### src/rtl/cube_move_sched.sv
// cube_move_sched: sequences the shared cube-move datapath.
// Holds the 120-bit working cube state and a FIFO of face-turn codes. Moves
// go to the external move unit one at a time over a mv_req/mv_ack handshake.
// Optional feature macro: MOVE_MERGE_EN folds a push into the tail entry when
// both turn the same face.
module cube_move_sched #(
  parameter int           DEPTH  = 16,
  parameter logic [119:0] SOLVED = 120'h000BA9876543210000000FAC000688
) (
  input  logic                     clk,
  input  logic                     rst_n,
  input  logic                     load,
  input  logic [119:0]             init_state,
  input  logic                     push,
  input  logic [4:0]               push_move,
  output logic                     full,
  input  logic                     run,
  output logic                     mv_req,
  output logic [4:0]               mv_code,
  output logic [119:0]             mv_state_o,
  input  logic                     mv_ack,
  input  logic [119:0]             mv_state_i,
  output logic                     busy,
  output logic                     done,
  output logic                     solved,
  output logic [$clog2(DEPTH):0]   step,
  output logic [119:0]             state_out,
  output logic                     err
);

  localparam int AW = $clog2(DEPTH);
  localparam int CW = AW + 1;
  localparam logic [AW-1:0] PTR_ONE   = AW'(1);
  localparam logic [CW-1:0] CNT_ONE   = CW'(1);
  localparam logic [CW-1:0] CNT_DEPTH = CW'(DEPTH);
  localparam logic [4:0]    MAX_CODE  = 5'd17;

  typedef enum logic [1:0] {
    S_IDLE  = 2'd0,
    S_ISSUE = 2'd1,
    S_FIN   = 2'd2
  } fsm_e;

  fsm_e           fsm_q, fsm_d;
  logic [119:0]   cube_q, cube_d;
  logic [AW-1:0]  rd_ptr_q, rd_ptr_d;
  logic [AW-1:0]  wr_ptr_q, wr_ptr_d;
  logic [CW-1:0]  cnt_q, cnt_d;
  logic [CW-1:0]  step_q, step_d;
  logic           err_q, err_d;

  logic [4:0]     mem_q [DEPTH];
  logic           mem_we;
  logic [AW-1:0]  mem_waddr;
  logic [4:0]     mem_wdata;

  logic           q_full;
  logic           code_ok;
  logic           merge_hit;
  logic           merge_drop;
  logic [4:0]     merge_code;

  assign q_full  = (cnt_q == CNT_DEPTH);
  assign code_ok = (push_move <= MAX_CODE);

`ifdef MOVE_MERGE_EN
  logic [AW-1:0] tail_ptr;
  logic [4:0]    tail_code;
  logic [4:0]    new_face, new_turn, tail_face, tail_turn;
  logic [4:0]    quarter_sum;
  logic [1:0]    quarters;

  assign tail_ptr  = wr_ptr_q - PTR_ONE;
  assign tail_code = mem_q[tail_ptr];

  // Merge decode: compare faces with the live tail and fold the quarter turns.
  always_comb begin
    new_face    = push_move / 5'd3;
    new_turn    = push_move - new_face * 5'd3;
    tail_face   = tail_code / 5'd3;
    tail_turn   = tail_code - tail_face * 5'd3;
    // Each turn code t stands for t+1 clockwise quarters; keep the sum mod 4.
    quarter_sum = new_turn + tail_turn + 5'd2;
    quarters    = quarter_sum[1:0];
    // cnt_q counts only unpopped entries, so a popped tail is never merged.
    merge_hit   = (cnt_q != '0) && code_ok && (new_face == tail_face);
    merge_drop  = (quarters == 2'd0);
    merge_code  = new_face * 5'd3 + {3'b000, quarters} - 5'd1;
  end
`else
  assign merge_hit  = 1'b0;
  assign merge_drop = 1'b0;
  assign merge_code = 5'd0;
`endif

  // Next-state logic for the FSM, queue pointers, cube word, step and error.
  always_comb begin
    // NOTE: every signal gets a default before the case so no latch is inferred.
    fsm_d     = fsm_q;
    cube_d    = cube_q;
    rd_ptr_d  = rd_ptr_q;
    wr_ptr_d  = wr_ptr_q;
    cnt_d     = cnt_q;
    step_d    = step_q;
    err_d     = err_q;
    mem_we    = 1'b0;
    mem_waddr = wr_ptr_q;
    mem_wdata = push_move;

    case (fsm_q)
      S_IDLE: begin
        if (load) begin
          // Load wins over a same-cycle push; the push is silently dropped.
          cube_d   = init_state;
          rd_ptr_d = '0;
          wr_ptr_d = '0;
          cnt_d    = '0;
          err_d    = 1'b0;
        end else if (push) begin
          if (merge_hit) begin
            if (merge_drop) begin
              wr_ptr_d = wr_ptr_q - PTR_ONE;
              cnt_d    = cnt_q - CNT_ONE;
            end else begin
              mem_we    = 1'b1;
              mem_waddr = wr_ptr_q - PTR_ONE;
              mem_wdata = merge_code;
            end
          end else if (code_ok && !q_full) begin
            mem_we   = 1'b1;
            wr_ptr_d = wr_ptr_q + PTR_ONE;
            cnt_d    = cnt_q + CNT_ONE;
          end else begin
            err_d = 1'b1;
          end
        end
        if (run) begin
          step_d = '0;
          fsm_d  = (cnt_d != '0) ? S_ISSUE : S_FIN;
        end
      end

      S_ISSUE: begin
        if (mv_ack) begin
          cube_d   = mv_state_i;
          rd_ptr_d = rd_ptr_q + PTR_ONE;
          cnt_d    = cnt_q - CNT_ONE;
          step_d   = step_q + CNT_ONE;
          if (cnt_q == CNT_ONE) fsm_d = S_FIN;
        end
        if (push) err_d = 1'b1;
      end

      S_FIN: begin
        fsm_d = S_IDLE;
        if (push) err_d = 1'b1;
      end

      default: fsm_d = S_IDLE;
    endcase
  end

  // State registers with asynchronous reset to the solved, empty, idle state.
  always_ff @(posedge clk or negedge rst_n) begin
    if (!rst_n) begin
      fsm_q    <= S_IDLE;
      cube_q   <= SOLVED;
      rd_ptr_q <= '0;
      wr_ptr_q <= '0;
      cnt_q    <= '0;
      step_q   <= '0;
      err_q    <= 1'b0;
    end else begin
      // NOTE: non-blocking assignments so every register samples pre-edge values.
      fsm_q    <= fsm_d;
      cube_q   <= cube_d;
      rd_ptr_q <= rd_ptr_d;
      wr_ptr_q <= wr_ptr_d;
      cnt_q    <= cnt_d;
      step_q   <= step_d;
      err_q    <= err_d;
    end
  end

  // Move-code storage; only slots between the pointers are ever read.
  // NOTE: the array has no reset; validity is tracked by cnt_q and the pointers.
  always_ff @(posedge clk) begin
    if (mem_we) mem_q[mem_waddr] <= mem_wdata;
  end

  assign mv_req     = (fsm_q == S_ISSUE);
  assign mv_code    = mv_req ? mem_q[rd_ptr_q] : 5'd0;
  assign mv_state_o = cube_q;
  assign busy       = (fsm_q != S_IDLE);
  assign done       = (fsm_q == S_FIN);
  assign solved     = (cube_q == SOLVED);
  assign step       = step_q;
  assign state_out  = cube_q;
  assign full       = q_full;
  assign err        = err_q;

endmodule

### config.mk
export PLATFORM = sky130hd
export DESIGN_NAME = cube_move_sched
export DESIGN_NICKNAME = d
export VERILOG_FILES = /design/src/rtl/cube_move_sched.sv
export SDC_FILE = /design/constraint.sdc
export NUM_CORES = 1
export LEC_CHECK = 0
export CAP_MARGIN = 20
export CORE_AREA = 2 2 196 198
export CTS_BUF_LIST = sky130_fd_sc_hd__clkbuf_4 sky130_fd_sc_hd__clkbuf_8
export CTS_CLUSTER_DIAMETER = 80
export DETAILED_ROUTE_END_ITERATION = 6
export DIE_AREA = 0 0 198 200
export GPL_TIMING_DRIVEN = 0
export MAX_ROUTING_LAYER = met4
export PLACE_DENSITY = 0.63
export SETUP_SLACK_MARGIN = 0.4
export SYNTH_ARGS = -nofsm -noshare
export SYNTH_HDL_FRONTEND = slang
export SYNTH_SLANG_ARGS = --single-unit
### constraint.sdc
create_clock -name clk -period 2.4 [get_ports clk]
set_input_delay 0.48 -clock clk [delete_from_list [all_inputs] [get_ports clk]]
set_output_delay 0.48 -clock clk [all_outputs]
set_load 0.01 [all_outputs]
# --- Word-level counts from Yosys, hierarchy flattened ---
# Memories as Yosys holds them, arrays and structs flattened.
# Index checks and enable logic that the tools add are counted.
totals:
  register_bits: 141
  ram_bits: 80
  input_bits: 251
  out_inout_bits: 256
  elab_cells: 77
  n_memories: 1
mem_list:
  columns: ["memory", "words", "word_bits", "rd", "rd_clocked_by_memory_dff", "wr", "line", "source"]
  rows:
  - ["mem_q", 16, 5, 1, 0, 1, "52", "logic [4:0] mem_q [DEPTH];"]
op_classes:
  n_addsub: 5
  magnitude_cmp: 1
  n_eq_ne: 12
  n_mux: 35
  reduce_logical: 16
ops:
  columns: ["cell", "n"]
  rows:
  - ["120-bit 2-to-1 mux", 2]
  - ["120-bit case mux with 2 select lines", 1]
  - ["120-bit by 108-bit equality test with 1-bit output, second input constant", 1]
  - ["5-bit 2-to-1 mux", 8]
  - ["4-bit 2-to-1 mux", 5]
  - ["5-bit case mux with 2 select lines", 2]
  - ["3-bit AND reduction", 4]
  - ["5-bit by 1-bit adder with 5-bit output, second input constant", 2]
  - ["1-bit 2-to-1 mux", 10]
  - ["2-bit nonzero test", 5]
  - ["4-bit by 1-bit adder with 4-bit output, second input constant", 2]
  - ["2-bit 2-to-1 mux", 4]
  - ["4-bit case mux with 2 select lines", 1]
  - ["2-bit by 1-bit != test with 1-bit output, second input constant", 3]
  - ["3-bit != test, second input constant", 2]
  - ["5-bit by 1-bit equality test with 1-bit output, second input constant", 1]
  - ["5-bit equality test, second input constant", 1]
  - ["5-bit less-or-equal comparator, second input constant", 1]
  - ["5-bit nonzero test", 1]
  - ["5-bit by 1-bit subtractor with 5-bit output, second input constant", 1]
  - ["2-bit != test, second input constant", 2]
  - ["2-bit case mux with 2 select lines", 1]
  - ["4-bit AND reduction", 1]
  - ["2-bit by 1-bit equality test with 1-bit output, second input constant", 1]
  - ["other kinds (7)", 7]

# --- Longest topological paths before layout ---
depth:
  depth_word: 11
  depth_mapped: 9
  mapped_depth_nobuf: 7

# --- Worst setup path after synthesis ---
# No wires, ideal clock.
synth_timing:
  path_type: "register to register"
  start: "register cnt_q[0]"
  end: "memory mem_q[11][0], enable pin"
  setup_ns: 0.383
  arrival_time_ns: 2.289
  required_time_ns: 2.017
  path_slack_ns: -0.273
  stages_incl_launch_ff: 8
  path_buffers: 1
  period_less_slack_ns: 2.673
  path_cell_list: "dfrtp_1 -> inv_1 -> ha_1 -> and4bb_4 -> nor3_4 -> clkbuf_1 -> nand3_1 -> nor4b_1"
synth_via:
  elab_chain_cells: 9
synth_lines:
  columns: ["element", "line", "source"]
  rows:
  - ["start: declaration", "48", "logic [CW-1:0] cnt_q, cnt_d;"]
  - ["start signal: assignment", "179", "cnt_q <= cnt_d;"]
  - ["5-bit equality test", "63", "assign q_full = (cnt_q == CNT_DEPTH);"]
  - ["named net full", "16", "output logic full,"]
  - ["1-bit zero test", "129", "end else if (code_ok && !q_full) begin"]
  - ["1-bit logical AND", "129", null]
  - ["1-bit 2-to-1 mux", "129", null]
  - ["1-bit 2-to-1 mux", "119", "end else if (push) begin"]
  - ["1-bit 2-to-1 mux", "112", "if (load) begin"]
  - ["1-bit 2-to-1 mux", "110", "case (fsm_q)"]
  - ["1-bit 2-to-1 mux", "188", "if (mem_we) mem_q[mem_waddr] <= mem_wdata;"]
  - ["1-bit 2-to-1 mux (implied by the code)", "188", null]
  - ["end: declaration", "52", null]
# The timed path passes the listed nets, and every way through them passes these cells.

# --- Worst setup path after layout ---
layout_timing:
  start: "register cube_q[7], in the netlist mv_state_o[7]"
  end: "output solved"
layout_via:
  elab_chain_cells: 1
layout_lines:
  columns: ["element", "line", "source"]
  rows:
  - ["start: declaration", "45", "logic [119:0] cube_q, cube_d;"]
  - ["start signal: assignment", "176", "cube_q <= cube_d;"]
  - ["120-bit by 108-bit equality test with 1-bit output", "196", "assign solved = (cube_q == SOLVED);"]
  - ["end: declaration", "25", "output logic solved,"]
# No other way between the ends.

==> impl_metrics.json <==
{
  "outcome": "finished, violations left",
  "violations": "negative setup slack",
  "overflow": 0,
  "synth.avg_cell_area_um2": 11.3,
  "clock_path_buffers": 3,
  "cp_cell_sequence": "nor4b_1 > and4_1 > nand3_1 > nor4_4 > buf_4",
  "met2_usage": 0.409,
  "synth_cell_type_count": 54,
  "cts_max_level": 2,
  "drt-initial-drc-count": 508,
  "cts_root_buffer": "clkbuf_8",
  "synth_area_mm2": 0.0114,
  "ys_seq_elements": 221,
  "ys.flop_type": "dfrtp_1",
  "path_class": "reg -> out",
  "period_needed_ns": 3.12,
  "period_share": 1.30,
  "die_w_um": 198,
  "syn_inst": 1007,
  "syn_nets": 1271,
  "final-max-slew-violation-count": 0,
  "hold_violations": 0,
  "ys_seq_area_frac": 0.526,
  "setup_viol": 6,
  "die_area_mm2": 0.0396,
  "cts-buffers-inserted": 41,
  "dp_hpwl_mm": 37.0,
  "cp_num_buf_inv": 1,
  "grt_pass1_vias": 10700,
  "crit_family": "simple AND/OR/NAND/NOR gates",
  "hold_path_class": "in -> async",
  "drc": 0,
  "slowest_stage": "nor4b_1",
  "p_leak_nw": 8.16,
  "cts_tree": "built",
  "rsz0062_at_grt": "true",
  "worst_pin_slew_ns": 0.722,
  "first_pass_iters": 5,
  "nFillCells": 3320,
  "grt_first_pass_wirelength_mm": 69.8,
  "dp_slack_ns": -0.936,
  "final_cell_mix": "252 x clkdlybuf4s50_1, 227 x buf_4, 116 x mux2i_1",
  "viasPerCell": 4.76,
  "total_power_mw": 26.9,
  "grt_max_degree": 91,
  "max_freq_ghz": 0.320,
  "wl_mm": 51.6,
  "clk_pin_slew_ns": 0.06,
  "final_common_cell": "clkdlybuf4s50_1",
  "setup_tns_ns": -3.67,
  "die_y_um": 200,
  "ios": 507,
  "synthArstFlopShare": 0.638,
  "rows": 71,
  "cts_num_sinks": 221,
  "area_delta_synth_final_pct": 79.1,
  "max_stage_delay_ns": 0.61,
  "io_buffers": 505,
  "gp_congestion": 0.918,
  "post_route_cells_drive_above_1_share": 0.418,
  "worstPathRequired_ns": 1.92,
  "drv_cap": 0,
  "synth_edf_count": 80,
  "nNetsFinal": 1947,
  "setup.worst_path.start_class": "register",
  "finalWorstSetupSlack_ns": -0.722,
  "relSlewSlack": 0.512,
  "vdd_drop_max_mv": 0.583,
  "yosys_warnings": 0,
  "antenna_found_initial": 2,
  "gr-usage-met1": 0.325,
  "fin_area_mm2": 0.0203,
  "wl_per_cell_um": 23.2,
  "critPathArrivalTime_ns": 2.64,
  "use_met3": 0.0489,
  "dpl_cell_area_mm2": 0.0173,
  "final.setup_skew_ns": 0.0260,
  "ant_nets": 0,
  "worstSetupEndpointType": "output pin",
  "start_util": 0.304,
  "cellPowerDensity_mw_per_mm2": 1320,
  "clock_latency_ns": 0.56,
  "core_region_area_mm2": 0.0374,
  "routed-via-count": 10609,
  "busiest_layer": "met2",
  "cp_max_fo": 4,
  "grt_usage": 0.251
}
[path summary, 6_finish.rpt]
path / startpoint / end / cells after the start / slack, ns
setup / recovery: mv_state_o[7]$_DFFE_PN1P_ / solved / 5 / -0.72
hold / removal: rst_n / mv_state_o[109]$_DFFE_PN0P_ / 2 / 0.46
setup reg to reg: fsm_q[0]$_DFFE_PN0P_ / mv_state_o[41]$_DFFE_PN0P_ / 13 / 0.28
hold reg to reg: mv_state_o[26]$_DFFE_PN1P_ / mv_state_o[26]$_DFFE_PN1P_ / 2 / 0.50
max in group asynchronous: rst_n / mv_state_o[66]$_DFFE_PN0P_ / 3 / 1.07
min in group clk: mv_state_o[26]$_DFFE_PN1P_ / mv_state_o[26]$_DFFE_PN1P_ / 2 / 0.50
[synthesized netlist by cell type (all sizes together), types with 2 or more instances]
cell / n / area, µm²
nor4: 15 / 93.8
a31oi: 3 / 18.8
or4: 4 / 30.0
nor4bb: 8 / 80.1
o21ai: 18 / 90.1
xor2: 3 / 26.3
a22o: 3 / 26.3
mux4: 25 / 563
nor3: 6 / 41.3
o2bb2ai: 2 / 17.5
dfstp: 32 / 841
edfxtp: 80 / 2400
a211oi: 2 / 20.0
nand2: 27 / 101
ha: 13 / 163
clkinv: 2 / 7.51
and4b: 3 / 30.0
xnor2: 2 / 17.5
buf: 127 / 932
o31ai: 2 / 15.0
nand4: 11 / 68.8
and2: 11 / 68.8
nor2b: 3 / 18.8
inv: 12 / 45.0
or3: 2 / 12.5
a21oi: 130 / 651
mux2i: 126 / 1260
nor4b: 8 / 70.1
clkbuf: 50 / 188
nand3: 10 / 50.1
dfrtp: 109 / 2730
nor2: 140 / 526
[routing by layer]
layer,vias to the layer above,share of wire
met5,-,0
met4,0,0.019
met2,444,0.49
met1,5234,0.43
li1,4876,-
met3,55,0.061
[worst reg2reg max path, cell delays in order, from the launching register on]
cell	delay [ns]
dfrtp_1	0.40
buf_6	0.12
buf_6	0.11
inv_4	0.06
buf_6	0.10
ha_4	0.18
nor2b_4	0.24
a211oi_4	0.05
buf_6	0.15
buf_6	0.12
clkbuf_16	0.17
clkbuf_16	0.18
nor2_4	0.10
a21oi_2	0.03
[per-stage QoR]
stage | utilization | std cells | hold WS, ns
after floorplan | - | 1007 | 0.184
after global placement | 0.461 | 2023 | 0.505
after detailed placement | 0.462 | 2024 | 0.457
after CTS | 0.518 | 2201 | 0.456
after global routing | 0.544 | 2226 | 0.468
final | 0.544 | 2227 | 0.462
[layout make-up]
class	instances	area (µm²)	share of cell area
inverters	14	61.3	0.00301
clock inverters	10	83.8	0.00412
clock buffers	64	781	0.0384
flip-flops and latches	221	6020	0.296
well taps	511	639	0.0314
multi-input cells	596	4950	0.243
repair buffers	632	6260	0.308
diodes	2	5.00	0.000246
plain buffers	177	1530	0.0753
[flip-flops by register name, indices dropped and copies added, names as in the netlist]
name	flops
wr_ptr_q	4
err	1
fsm_q	2
rd_ptr_q	4
step	5
mem_q	80
mv_state_o	120
cnt_q	5
[cells by family after synthesis]
kind of cell             count (synthesis)  synth area share
multiplexers                           151             0.161
XOR/XNOR                                 5           0.00386
AND/OR/NAND/NOR                        255             0.110
AO/OA/AOI/OAI                          171            0.0819
flip-flops                             221             0.526
adder cells (fa/ha/maj)                 13            0.0143
buffers and inverters                  191             0.103
[power breakdown]
part / internal, mW / leakage [nW] / switching [mW] / total (mW)
Combinational: 8.66 / 5.43 / 7.54 / 16.2
Clock: 2.19 / 0.463 / 1.63 / 3.81
Sequential: 5.36 / 2.28 / 1.52 / 6.89
[what timing repair did]
action / CTS / global route
endpoints found under the hold margin: 37 / 0
setup endpoints to repair: 472 / 306
gates resized for setup: 667 / 206
pin swaps: 17 / 26
setup buffers: 100 / 15
hold buffers: 1 / 0
gates cloned: 2 / 9
(Power assumes the default switching activity.)
